### src/rtl/aes_pkg.sv
// Shared constants, S-box/rcon lookups and FSM state type for the AES-128
// add-round-key stage and its on-chip key schedule.
package aes_pkg;

  localparam int unsigned NUM_ROUNDS = 10;
  localparam int unsigned DATA_W     = 128;
  localparam int unsigned ROUND_W    = 4;
  localparam int unsigned BYTE_W     = 8;
  localparam int unsigned WORD_W     = 32;

  typedef enum logic [1:0] {
    IDLE   = 2'd0,
    EXPAND = 2'd1,
    READY  = 2'd2
  } state_t;

  // Forward S-box, entry 0x00 in the most significant byte.
  localparam logic [2047:0] SBOX_TABLE = {
    128'h637c777bf26b6fc53001672bfed7ab76,
    128'hca82c97dfa5947f0add4a2af9ca472c0,
    128'hb7fd9326363ff7cc34a5e5f171d83115,
    128'h04c723c31896059a071280e2eb27b275,
    128'h09832c1a1b6e5aa0523bd6b329e32f84,
    128'h53d100ed20fcb15b6acbbe394a4c58cf,
    128'hd0efaafb434d338545f9027f503c9fa8,
    128'h51a3408f929d38f5bcb6da2110fff3d2,
    128'hcd0c13ec5f974417c4a77e3d645d1973,
    128'h60814fdc222a908846eeb814de5e0bdb,
    128'he0323a0a4906245cc2d3ac629195e479,
    128'he7c8376d8dd54ea96c56f4ea657aae08,
    128'hba78252e1ca6b4c6e8dd741f4bbd8b8a,
    128'h703eb5664803f60e613557b986c11d9e,
    128'he1f8981169d98e949b1e87e9ce5528df,
    128'h8ca1890dbfe6426841992d0fb054bb16
  };

  function automatic logic [BYTE_W-1:0] sbox(input logic [BYTE_W-1:0] b);
    logic [10:0] base;
    base = {~b, 3'b000};
    return SBOX_TABLE[base +: 8];
  endfunction

  function automatic logic [BYTE_W-1:0] rcon(input logic [ROUND_W-1:0] idx);
    logic [BYTE_W-1:0] r;
    case (idx)
      4'd1:    r = 8'h01;
      4'd2:    r = 8'h02;
      4'd3:    r = 8'h04;
      4'd4:    r = 8'h08;
      4'd5:    r = 8'h10;
      4'd6:    r = 8'h20;
      4'd7:    r = 8'h40;
      4'd8:    r = 8'h80;
      4'd9:    r = 8'h1b;
      4'd10:   r = 8'h36;
      default: r = 8'h00;
    endcase
    return r;
  endfunction

endpackage

### src/rtl/aes_add_round_key_stage_if.sv
// Key-load, input-state and output-state signals of the add-round-key stage.
interface aes_add_round_key_stage_if;
  import aes_pkg::*;

  logic               key_load;
  logic [DATA_W-1:0]  key_in;
  logic               key_ready;
  logic               in_valid;
  logic               in_ready;
  logic [DATA_W-1:0]  in_data;
  logic [ROUND_W-1:0] in_round;
  logic               out_valid;
  logic [DATA_W-1:0]  out_data;
  logic               out_err;

  modport master (
    output key_load, key_in, in_valid, in_data, in_round,
    input  key_ready, in_ready, out_valid, out_data, out_err
  );

  modport slave (
    input  key_load, key_in, in_valid, in_data, in_round,
    output key_ready, in_ready, out_valid, out_data, out_err
  );

endinterface

### src/rtl/aes_key_expand_step.sv
// One AES-128 key-schedule step: derives round key i from round key i-1.
module aes_key_expand_step
  import aes_pkg::*;
(
  input  logic [DATA_W-1:0] prev_key,
  input  logic [BYTE_W-1:0] rcon_byte,
  output logic [DATA_W-1:0] next_key
);

  logic [WORD_W-1:0] w0, w1, w2, w3;
  logic [WORD_W-1:0] rot, sub, t;
  logic [WORD_W-1:0] n0, n1, n2, n3;

  assign w0 = prev_key[127:96];
  assign w1 = prev_key[95:64];
  assign w2 = prev_key[63:32];
  assign w3 = prev_key[31:0];

  // RotWord then SubWord on the last word, then fold in rcon.
  assign rot = {w3[23:0], w3[31:24]};
  assign sub = {sbox(rot[31:24]), sbox(rot[23:16]), sbox(rot[15:8]), sbox(rot[7:0])};
  assign t   = sub ^ {rcon_byte, 24'h000000};

  assign n0 = w0 ^ t;
  assign n1 = w1 ^ n0;
  assign n2 = w2 ^ n1;
  assign n3 = w3 ^ n2;

  assign next_key = {n0, n1, n2, n3};

endmodule

### src/rtl/aes_add_round_key_stage.sv
// AES-128 add-round-key stage with an iterative on-chip key schedule that
// fills an 11-entry round-key file one key per cycle.
module aes_add_round_key_stage
  import aes_pkg::*;
(
  input logic                    clk,
  input logic                    rst_n,
  aes_add_round_key_stage_if.slave bus
);

  localparam int unsigned NUM_KEYS = NUM_ROUNDS + 1;

  state_t             state, state_next;
  logic [ROUND_W-1:0] cnt, cnt_next;
  logic [DATA_W-1:0]  rk [NUM_KEYS];
  logic               key_ready_q, key_ready_next;
  logic               load_rk0, expand_we;

  logic               out_valid_q, out_err_q;
  logic [DATA_W-1:0]  out_data_q;

  logic               accept, round_ok;
  logic [DATA_W-1:0]  prev_key, step_key, sel_key;
  logic [BYTE_W-1:0]  rcon_cur;

  assign accept   = bus.in_valid && key_ready_q;
  assign round_ok = (bus.in_round <= ROUND_W'(NUM_ROUNDS));
  assign rcon_cur = rcon(cnt);

  // State, counter and key_ready registers.
  always_ff @(posedge clk or negedge rst_n) begin
    if (!rst_n) begin
      state       <= IDLE;
      cnt         <= '0;
      key_ready_q <= 1'b0;
    end else begin
      state       <= state_next;
      cnt         <= cnt_next;
      key_ready_q <= key_ready_next;
    end
  end

  // Next-state logic; a key_load in any state restarts the schedule.
  always_comb begin
    state_next = state;
    cnt_next   = cnt;
    load_rk0   = 1'b0;
    expand_we  = 1'b0;
    case (state)
      IDLE: begin
        if (bus.key_load) begin
          load_rk0   = 1'b1;
          cnt_next   = ROUND_W'(1);
          state_next = EXPAND;
        end
      end
      EXPAND: begin
        if (bus.key_load) begin
          load_rk0 = 1'b1;
          cnt_next = ROUND_W'(1);
        end else begin
          expand_we = 1'b1;
          cnt_next  = cnt + ROUND_W'(1);
          if (cnt == ROUND_W'(NUM_ROUNDS)) begin
            state_next = READY;
          end
        end
      end
      READY: begin
        if (bus.key_load) begin
          load_rk0   = 1'b1;
          cnt_next   = ROUND_W'(1);
          state_next = EXPAND;
        end
      end
      default: begin
        state_next = IDLE;
      end
    endcase
    key_ready_next = (state_next == READY);
  end

  // Read ports: previous key for the expansion step, selected key for data.
  always_comb begin
    prev_key = '0;
    sel_key  = '0;
    for (int unsigned i = 0; i < NUM_KEYS; i++) begin
      if (cnt == ROUND_W'(i + 1)) prev_key = rk[i];
      if (bus.in_round == ROUND_W'(i)) sel_key = rk[i];
    end
  end

  aes_key_expand_step u_expand (
    .prev_key  (prev_key),
    .rcon_byte (rcon_cur),
    .next_key  (step_key)
  );

  // Round-key file.
  always_ff @(posedge clk or negedge rst_n) begin
    if (!rst_n) begin
      for (int unsigned i = 0; i < NUM_KEYS; i++) begin
        rk[i] <= '0;
      end
    end else begin
      if (load_rk0) begin
        rk[0] <= bus.key_in;
      end
      for (int unsigned i = 1; i < NUM_KEYS; i++) begin
        if (expand_we && (cnt == ROUND_W'(i))) begin
          rk[i] <= step_key;
        end
      end
    end
  end

  // Output register; out-of-range rounds pass data through and flag an error.
  always_ff @(posedge clk or negedge rst_n) begin
    if (!rst_n) begin
      out_valid_q <= 1'b0;
      out_err_q   <= 1'b0;
      out_data_q  <= '0;
    end else begin
      out_valid_q <= accept;
      out_err_q   <= accept && !round_ok;
      if (accept) begin
        out_data_q <= round_ok ? (bus.in_data ^ sel_key) : bus.in_data;
      end
    end
  end

  assign bus.key_ready = key_ready_q;
  assign bus.in_ready  = key_ready_q;
  assign bus.out_valid = out_valid_q;
  assign bus.out_data  = out_data_q;
  assign bus.out_err   = out_err_q;

endmodule

### src/flat_wrapper.sv
// flat-port wrapper written by rule: the top's interface ports become plain ports
module aes_add_round_key_stage_flat import aes_pkg::*;
  (clk, rst_n, bus_key_load, bus_key_in, bus_in_valid, bus_in_data, bus_in_round, bus_key_ready, bus_in_ready, bus_out_valid, bus_out_data, bus_out_err);
  aes_add_round_key_stage_if bus_i ();
  input logic clk;
  input logic rst_n;
  input wire logic [$bits(bus_i.key_load)-1:0] bus_key_load;
  input wire logic [$bits(bus_i.key_in)-1:0] bus_key_in;
  input wire logic [$bits(bus_i.in_valid)-1:0] bus_in_valid;
  input wire logic [$bits(bus_i.in_data)-1:0] bus_in_data;
  input wire logic [$bits(bus_i.in_round)-1:0] bus_in_round;
  output wire logic [$bits(bus_i.key_ready)-1:0] bus_key_ready;
  output wire logic [$bits(bus_i.in_ready)-1:0] bus_in_ready;
  output wire logic [$bits(bus_i.out_valid)-1:0] bus_out_valid;
  output wire logic [$bits(bus_i.out_data)-1:0] bus_out_data;
  output wire logic [$bits(bus_i.out_err)-1:0] bus_out_err;
  assign bus_i.key_load = bus_key_load;
  assign bus_i.key_in = bus_key_in;
  assign bus_i.in_valid = bus_in_valid;
  assign bus_i.in_data = bus_in_data;
  assign bus_i.in_round = bus_in_round;
  assign bus_key_ready = bus_i.key_ready;
  assign bus_in_ready = bus_i.in_ready;
  assign bus_out_valid = bus_i.out_valid;
  assign bus_out_data = bus_i.out_data;
  assign bus_out_err = bus_i.out_err;
  aes_add_round_key_stage u_core (.clk(clk), .rst_n(rst_n), .bus(bus_i));
endmodule
### config.mk
export PLATFORM = sky130hd
export DESIGN_NAME = aes_add_round_key_stage_flat
export DESIGN_NICKNAME = d
export VERILOG_FILES = /design/src/rtl/aes_pkg.sv /design/src/rtl/aes_add_round_key_stage_if.sv /design/src/rtl/aes_key_expand_step.sv /design/src/rtl/aes_add_round_key_stage.sv /design/src/flat_wrapper.sv
export SDC_FILE = /design/constraint.sdc
export NUM_CORES = 2
export LEC_CHECK = 0
export BUFFER_PORTS_ARGS = -buffer_cell sky130_fd_sc_hd__buf_2
export CORE_MARGIN = 5
export CORE_UTILIZATION = 25
export CTS_CLUSTER_SIZE = 14
export DETAILED_ROUTE_END_ITERATION = 8
export PLACE_DENSITY_LB_ADDON = 0.12
export RECOVER_POWER = 25
export SLEW_MARGIN = 15
export SYNTH_ARGS = -nofsm -noshare
export SYNTH_HDL_FRONTEND = slang
export SYNTH_SLANG_ARGS = --single-unit
### constraint.sdc
create_clock -name clk -period 5.49 [get_ports clk]
set_input_delay 1.3725 -clock clk [delete_from_list [all_inputs] [get_ports clk]]
set_output_delay 1.3725 -clock clk [all_outputs]
set_load 0.005 [all_outputs]
=== Yosys cells after proc, flatten, opt, wreduce, memory -nomap -nowiden ===
Memories as Yosys holds them, arrays and structs flattened.
Cells that the tools add are included.

* Bitwise operators: 10
* Reduce and logical (&&, ||, !) cells: 19
* Multiplexer cells: 34
* Shift operators: 4
* Add/sub/neg operators: 1
* $lt $le $gt $ge: 1
* Eq/ne operators: 25

{| class="wikitable"
|+ Operators by type and width
! kind !! number
|-
| $shiftx A2048 B12 Y8 const A || 4
|-
| $mux W128 || 23
|-
| $xor A32 B32 Y32 || 5
|-
| $xor A128 B128 Y128 || 1
|-
| $eq A4 B3 Y1 const B || 8
|-
| $not A8 Y8 || 4
|-
| $eq A4 B4 Y1 const B || 7
|-
| $eq A4 B2 Y1 const B || 4
|-
| $logic_and A1 B1 Y1 || 12
|-
| $eq A4 B1 Y1 const B || 2
|-
| $mux W4 || 2
|-
| $pmux W4 S2 || 1
|-
| $mux W2 || 3
|-
| $add A4 B1 Y4 const B || 1
|-
| $eq A2 B2 Y1 const B || 2
|-
| $le A4 B4 Y1 const B || 1
|-
| $logic_not A4 Y1 || 1
|-
| $mux W1 || 4
|-
| $pmux W2 S2 || 1
|-
| $reduce_or A3 Y1 || 1
|-
| $eq A2 B1 Y1 const B || 1
|-
| $logic_not A2 Y1 || 1
|-
| $ne A2 B1 Y1 const B || 1
|-
| $reduce_and A2 Y1 || 1
|-
| other kinds (3) || 3
|}

* Input port bits: 264
* Memories kept: 1
* Output and inout bits: 132
* Bits in registers: 1545
* Bits in read-only memories: 128
* Word-level logic and storage cells: 112

{| class="wikitable"
|+ Memories
! name !! words !! bits a word !! read ports !! clocked after memory_dff !! write ports !! line !! RTL
|-
| (no name shown) || 16 || 8 || 1 || 0 || 0 || aes_pkg.sv:45 || <nowiki>case (idx)</nowiki>
|}

=== Logic depth before layout (Yosys ltp) ===
* Depth after elaboration: 19
* Depth in mapped cells: 27
* Mapped depth without buffers: 21

=== Hierarchy ===
Synthesis repeated with hierarchy kept, for this count alone.

* Cell total of the unflattened synthesis: 11168
* Area total of the unflattened synthesis: 103011.3 µm²

{| class="wikitable"
|+ By module, submodules not included
! module !! instances !! area each (µm²) !! cells an instance
|-
| aes_add_round_key_stage || 1 || 86827.0 || 8849
|-
| aes_key_expand_step || 1 || 16184.3 || 2319
|}

=== Worst setup path before layout ===
Ideal clock, no wire load.

* Path type: register to register
* Start: reg u_core.cnt[0]
* End: reg u_core.rk[917] in the netlist's numbering
* Data required time: 5.353 ns
* Path slack: -0.146 ns
* Arrival: 5.499 ns
* Stages on the path, launching flop included: 24
* Path buffers: 6
* Cell sequence: dfrtp_1 -> ha_1 -> buf_4 -> buf_6 -> buf_6 -> buf_4 -> a221oi_1 -> a21oi_1 -> o311a_1 -> o22ai_4 -> clkbuf_1 -> ha_1 -> clkbuf_1 -> inv_1 -> nor3_1 -> o21ai_0 -> a221o_1 -> a221oi_1 -> a2111oi_0 -> a221o_1 -> xnor2_4 -> mux2_4 -> o211ai_1 -> a21oi_1

* Word-level cells in the longest chain between the ends: 19
* Elaborated cells between the ends (all ways): 30
* Classes of those cells: eq/ne: 11; shift: 1; mux: 11; bitwise: 6; reduce/logical: 1

{| class="wikitable"
|+ Ends and longest elaborated chain
! what !! line !! RTL
|-
| start: declaration || aes_add_round_key_stage.sv:14 || <nowiki>logic [ROUND_W-1:0] cnt, cnt_next;</nowiki>
|-
| start signal: assignment || aes_add_round_key_stage.sv:38 || <nowiki>cnt <= cnt_next;</nowiki>
|-
| $eq A4 B1 Y1 || aes_add_round_key_stage.sv:88 || <nowiki>if (cnt == ROUND_W'(i + 1)) prev_key = rk[i];</nowiki>
|-
| $mux W128 (11 in a row) || aes_add_round_key_stage.sv:88 ||
|-
| $not A8 Y8 || aes_pkg.sv:39 || <nowiki>base = {~b, 3'b000};</nowiki>
|-
| $shiftx A2048 B12 Y8 || aes_pkg.sv:40 || <nowiki>return SBOX_TABLE[base +: 8];</nowiki>
|-
| $xor A32 B32 Y32 || aes_key_expand_step.sv:22 || <nowiki>assign t = sub ^ {rcon_byte, 24'h000000};</nowiki>
|-
| $xor A32 B32 Y32 || aes_key_expand_step.sv:24 || <nowiki>assign n0 = w0 ^ t;</nowiki>
|-
| $xor A32 B32 Y32 || aes_key_expand_step.sv:25 || <nowiki>assign n1 = w1 ^ n0;</nowiki>
|-
| $xor A32 B32 Y32 || aes_key_expand_step.sv:26 || <nowiki>assign n2 = w2 ^ n1;</nowiki>
|-
| $xor A32 B32 Y32 || aes_key_expand_step.sv:27 || <nowiki>assign n3 = w3 ^ n2;</nowiki>
|-
| end signal: indexed assignment || aes_add_round_key_stage.sv:111 || <nowiki>rk[i] <= step_key;</nowiki>
|-
| end: declaration || aes_add_round_key_stage.sv:15 || <nowiki>logic [DATA_W-1:0] rk [NUM_KEYS];</nowiki>
|}

Several ways; a longest one is shown, not always the timed one.
A chain may end at the register's enable or synchronous reset.

=== Worst setup path in the final report ===
* Start: reg u_core.cnt[1]
* End: reg u_core.rk[424] in the netlist's numbering

* Word-level cells in the longest chain between the ends: 18
* Elaborated cells between the ends (all ways): 29
* Classes of those cells: eq/ne: 11; shift: 1; mux: 11; bitwise: 5; reduce/logical: 1

{| class="wikitable"
|+ Ends and longest elaborated chain
! what !! line
|-
| $eq A4 B1 Y1 || aes_add_round_key_stage.sv:88
|-
| $mux W128 (11 in a row) || aes_add_round_key_stage.sv:88
|-
| $not A8 Y8 || aes_pkg.sv:39
|-
| $shiftx A2048 B12 Y8 || aes_pkg.sv:40
|-
| $xor A32 B32 Y32 || aes_key_expand_step.sv:22
|-
| $xor A32 B32 Y32 || aes_key_expand_step.sv:24
|-
| $xor A32 B32 Y32 || aes_key_expand_step.sv:25
|-
| $xor A32 B32 Y32 || aes_key_expand_step.sv:26
|}

Several ways; a longest one is shown, not always the timed one.

==> summary.txt <==
Finish
  – Final nets: roughly 12000
  – Final cell count without fillers: 17100
  – Most common cell after layout, fill and taps aside: nand2_1
  – Most frequent cells in the layout: nand2_1 (1750), buf_4 (1631), o21ai_0 (1590)
  – Area delta synth->final: 34.7%
  – Share of layout cells above drive strength 1: between 20% and 30%

Floorplanning
  – Die Wd: roughly 620 microns
  – Die footprint: 378000 sq um
  – I/O Pins: a little under 400
  – Die height: ~620 microns
  – Initial core utilization: between 20% and 30%
  – Num rows: around 220
  – Core area: 365000 sq um

Worst setup path
  – Crit path launch type: register
  – Worst path required time: 6.24 ns
  – Slowest cell on the critical path: o32ai_4
  – CP arrival: 6.23 ns
  – Peak fanout along the critical path: 6
  – Crit Path Class: register to register
  – Cell mode on critical path: buf_6
  – CP peak stage delay: 0.54 ns
  – Worst setup EP type: register

Clock tree
  – CTS Buf Count: 196
  – Clock tree buffer depth: 4
  – CTS Root Cell: clkbuf_16
  – H-Tree Level Count: 4
  – CTS sink count: 1545
  – Clock-pin slew on the worst setup and hold paths: roughly 0.06 ns
  – Clk Latency, worst-skew pair: approximately 0.96 ns
  – Cts hold-fix bufs: 0
  – CTS tree: built

STA
  – Fmax: approximately 0.18 GHz
  – Tmin final: 5.48 ns
  – Worst hold margin: between 0.4 and 0.5 ns
  – Fin crit share: 99.8%
  – Worst Tran Pin Value: 3.78 ns
  – RSZ-0062 raised after global routing: yes
  – Clk_skew: approximately 0.15 ns
  – Count of final setup violators: 0
  – Final Hold Viols: 0
  – Max transition margin: -152%
  – Max-slew violation count: between 70 and 80

GRT
  – Total GRT Usage: between 20 and 30%
  – Aggregate global routing overflow: 0
  – First-pass GRT wire length: between 800 and 900 mm
  – Initial antenna violation count: 30
  – Largest net degree at the start of global routing: about 180
  – Vias in the first global route: 96600

Synthesis
  – Synth Cell Area: ~92000 sq um
  – Ys async rst share: 100%
  – Synth Instances: ~11000
  – Synthesis warning total: 0
  – Number of synthesized flops with an enable pin: 0
  – Main synth FF type: dfrtp_1
  – Register area share after synthesis: between 40% and 50%
  – Synth cell types: ~120
  – Syn_area_per_cell: 8.60 sq um
  – Syn_nets: between 10000 and 15000
  – Yosys reg bits: approximately 1500

Power and ir drop
  – Worst IR Drop VDD: between 400 and 500 uV
  – Power per Cell Area: roughly 770 nW/um^2
  – Total power: between 90 and 100 mW
  – Leakage power: between 50 and 60 nW

Placement
  – Port bufs: ~400
  – Final HPWL DP: roughly 410 mm
  – Final GP Congestion: around 0.98
  – Placed cell count: approximately 17000

Worst hold path
  – Type of the most critical hold path: register to register

Detailed routing
  – Vias per inst: roughly 5.8
  – Avg WL per Cell: 34.5 microns
  – # DRC: 0
  – First-pass iteration count of the detailed router: 8
  – DR iter-0 viols: between 10000 and 15000
  – ANT nets after route: 0
  – Vias: about 100000
  – Final wirelength: 591 mm

Job
  – Max-cap check violation count: 2

Outcome
  – Failing checks: capacitance limit, slew limit
  – Status: finished with violations
critical path: cells and delay by family (launching register included):
kind,cells,cell delay [ns]
DFF,1,0.44
xor gates and xnor gates,3,0.66
and+or+nand+nor,2,0.45
AOI/OAI and AO/OA,9,1.84
adders and majority gates,2,0.35
buffers and inverters,10,1.58
cell families (layout without fill, tap and decap cells):
logic type | Yosys count | in the layout | share of synthesized area, %
AOI/OAI and AO/OA | 4468 | 4468 | 32.0
and+or+nand+nor | 2868 | 2868 | 13.5
DFF | 1545 | 1545 | 42.2
buffers and inverters | 1142 | 2803 | 5.31
xor gates and xnor gates | 326 | 327 | 3.35
muxes | 233 | 233 | 2.78
adders and majority gates | 62 | 62 | 0.847
other | 0 | 16 | 0
worst paths after layout:
path,cells after the start,slack (ns),startpoint,endpoint
max,26,0.01,u_core.cnt[1]$_DFFE_PN0P_,u_core.rk[424]$_DFFE_PN0P_
min,2,0.47,u_core.bus.out_data[125]$_DFFE_PN0P_,u_core.bus.out_data[125]$_DFFE_PN0P_
max reg2reg,26,0.01,u_core.cnt[1]$_DFFE_PN0P_,u_core.rk[424]$_DFFE_PN0P_
min reg2reg,2,0.47,u_core.bus.out_data[125]$_DFFE_PN0P_,u_core.bus.out_data[125]$_DFFE_PN0P_
max in group asynchronous,2,0.58,rst_n,u_core.rk[50]$_DFFE_PN0P_
min in group asynchronous,1,1.62,rst_n,u_core.bus.out_data[94]$_DFFE_PN0P_
timing repair:
item                                     CTS  global route
cloned                                     6            13
pin swaps                                 61           124
endpoints found under the hold margin      0             0
buffers inserted                          47            70
endpoints found under the setup margin  1128           879
gates resized for setup                  284           428
state kept, by name (all words and copies together), names as in the netlist:
name,flops
u_core.bus.out_valid,1
u_core.bus.out_err,1
u_core.rk,1408
u_core.bus.out_data,128
u_core.cnt,4
u_core.state,2
u_core.bus.in_ready,1
per-layer routing:
metal	global-route usage [%]	share of wire [%]
met5	0	0.0098
met4	17.3	6.9
met3	5.46	7.7
met2	45.8	44
met1	39.2	42
area by class of cell:
| cell class | count | area (sq um) |
|---|---|---|
| diodes | 16 | 40.0 |
| clock buffers | 284 | 5690 |
| clock inverters | 70 | 813 |
| fillers | 37800 | 242000 |
| inverters | 61 | 258 |
| multi-input cells | 7958 | 51400 |
| flip-flops and latches | 1545 | 38700 |
| well taps | 4816 | 6030 |
| repair buffers | 2388 | 20400 |
cells in the mapped netlist, types with 59 or more instances:
cell | instances | area share [%]
a211oi_1 | 140 | 1.1
a21oi_1 | 683 | 3.7
a221oi_1 | 373 | 3.6
a22o_1 | 385 | 3.7
a22oi_1 | 221 | 1.8
a31oi_1 | 90 | 0.62
buf_1 | 63 | 0.26
buf_2 | 210 | 1.1
clkbuf_1 | 741 | 3.0
dfrtp_1 | 1545 | 42
ha_1 | 62 | 0.85
mux2_2 | 149 | 1.8
mux2i_1 | 81 | 0.89
nand2_1 | 1774 | 7.3
nand3_1 | 246 | 1.3
nor2_1 | 388 | 1.6
nor3_1 | 125 | 0.68
o211ai_1 | 246 | 2.0
o21ai_0 | 1648 | 9.0
o21ai_1 | 61 | 0.33
xnor2_1 | 246 | 2.4
xor2_1 | 59 | 0.56
report_power, final:
group	switching, mW	internal [mW]
combinational	37.0	24.8
sequential	3.86	15.5
clock	5.63	7.75
total	46.5	48.1
stage by stage:
step / instance area, sq um / util (%) / TNS (ns) / setup slack (ns)
4_1_cts: 121000 / 33.0 / -0.132 / -0.0178
2_1_floorplan: 91500 / - / 0 / 0.103
5_1_grt: 123000 / 33.7 / -7.84 / -0.134
3_5_place_dp: 112000 / 30.7 / -435.92 / -1.64
3_3_place_gp: 112000 / 30.7 / -472.89 / -1.73
6_report: 123000 / 33.8 / 0 / 0.0126
(Power assumes the default switching activity.)
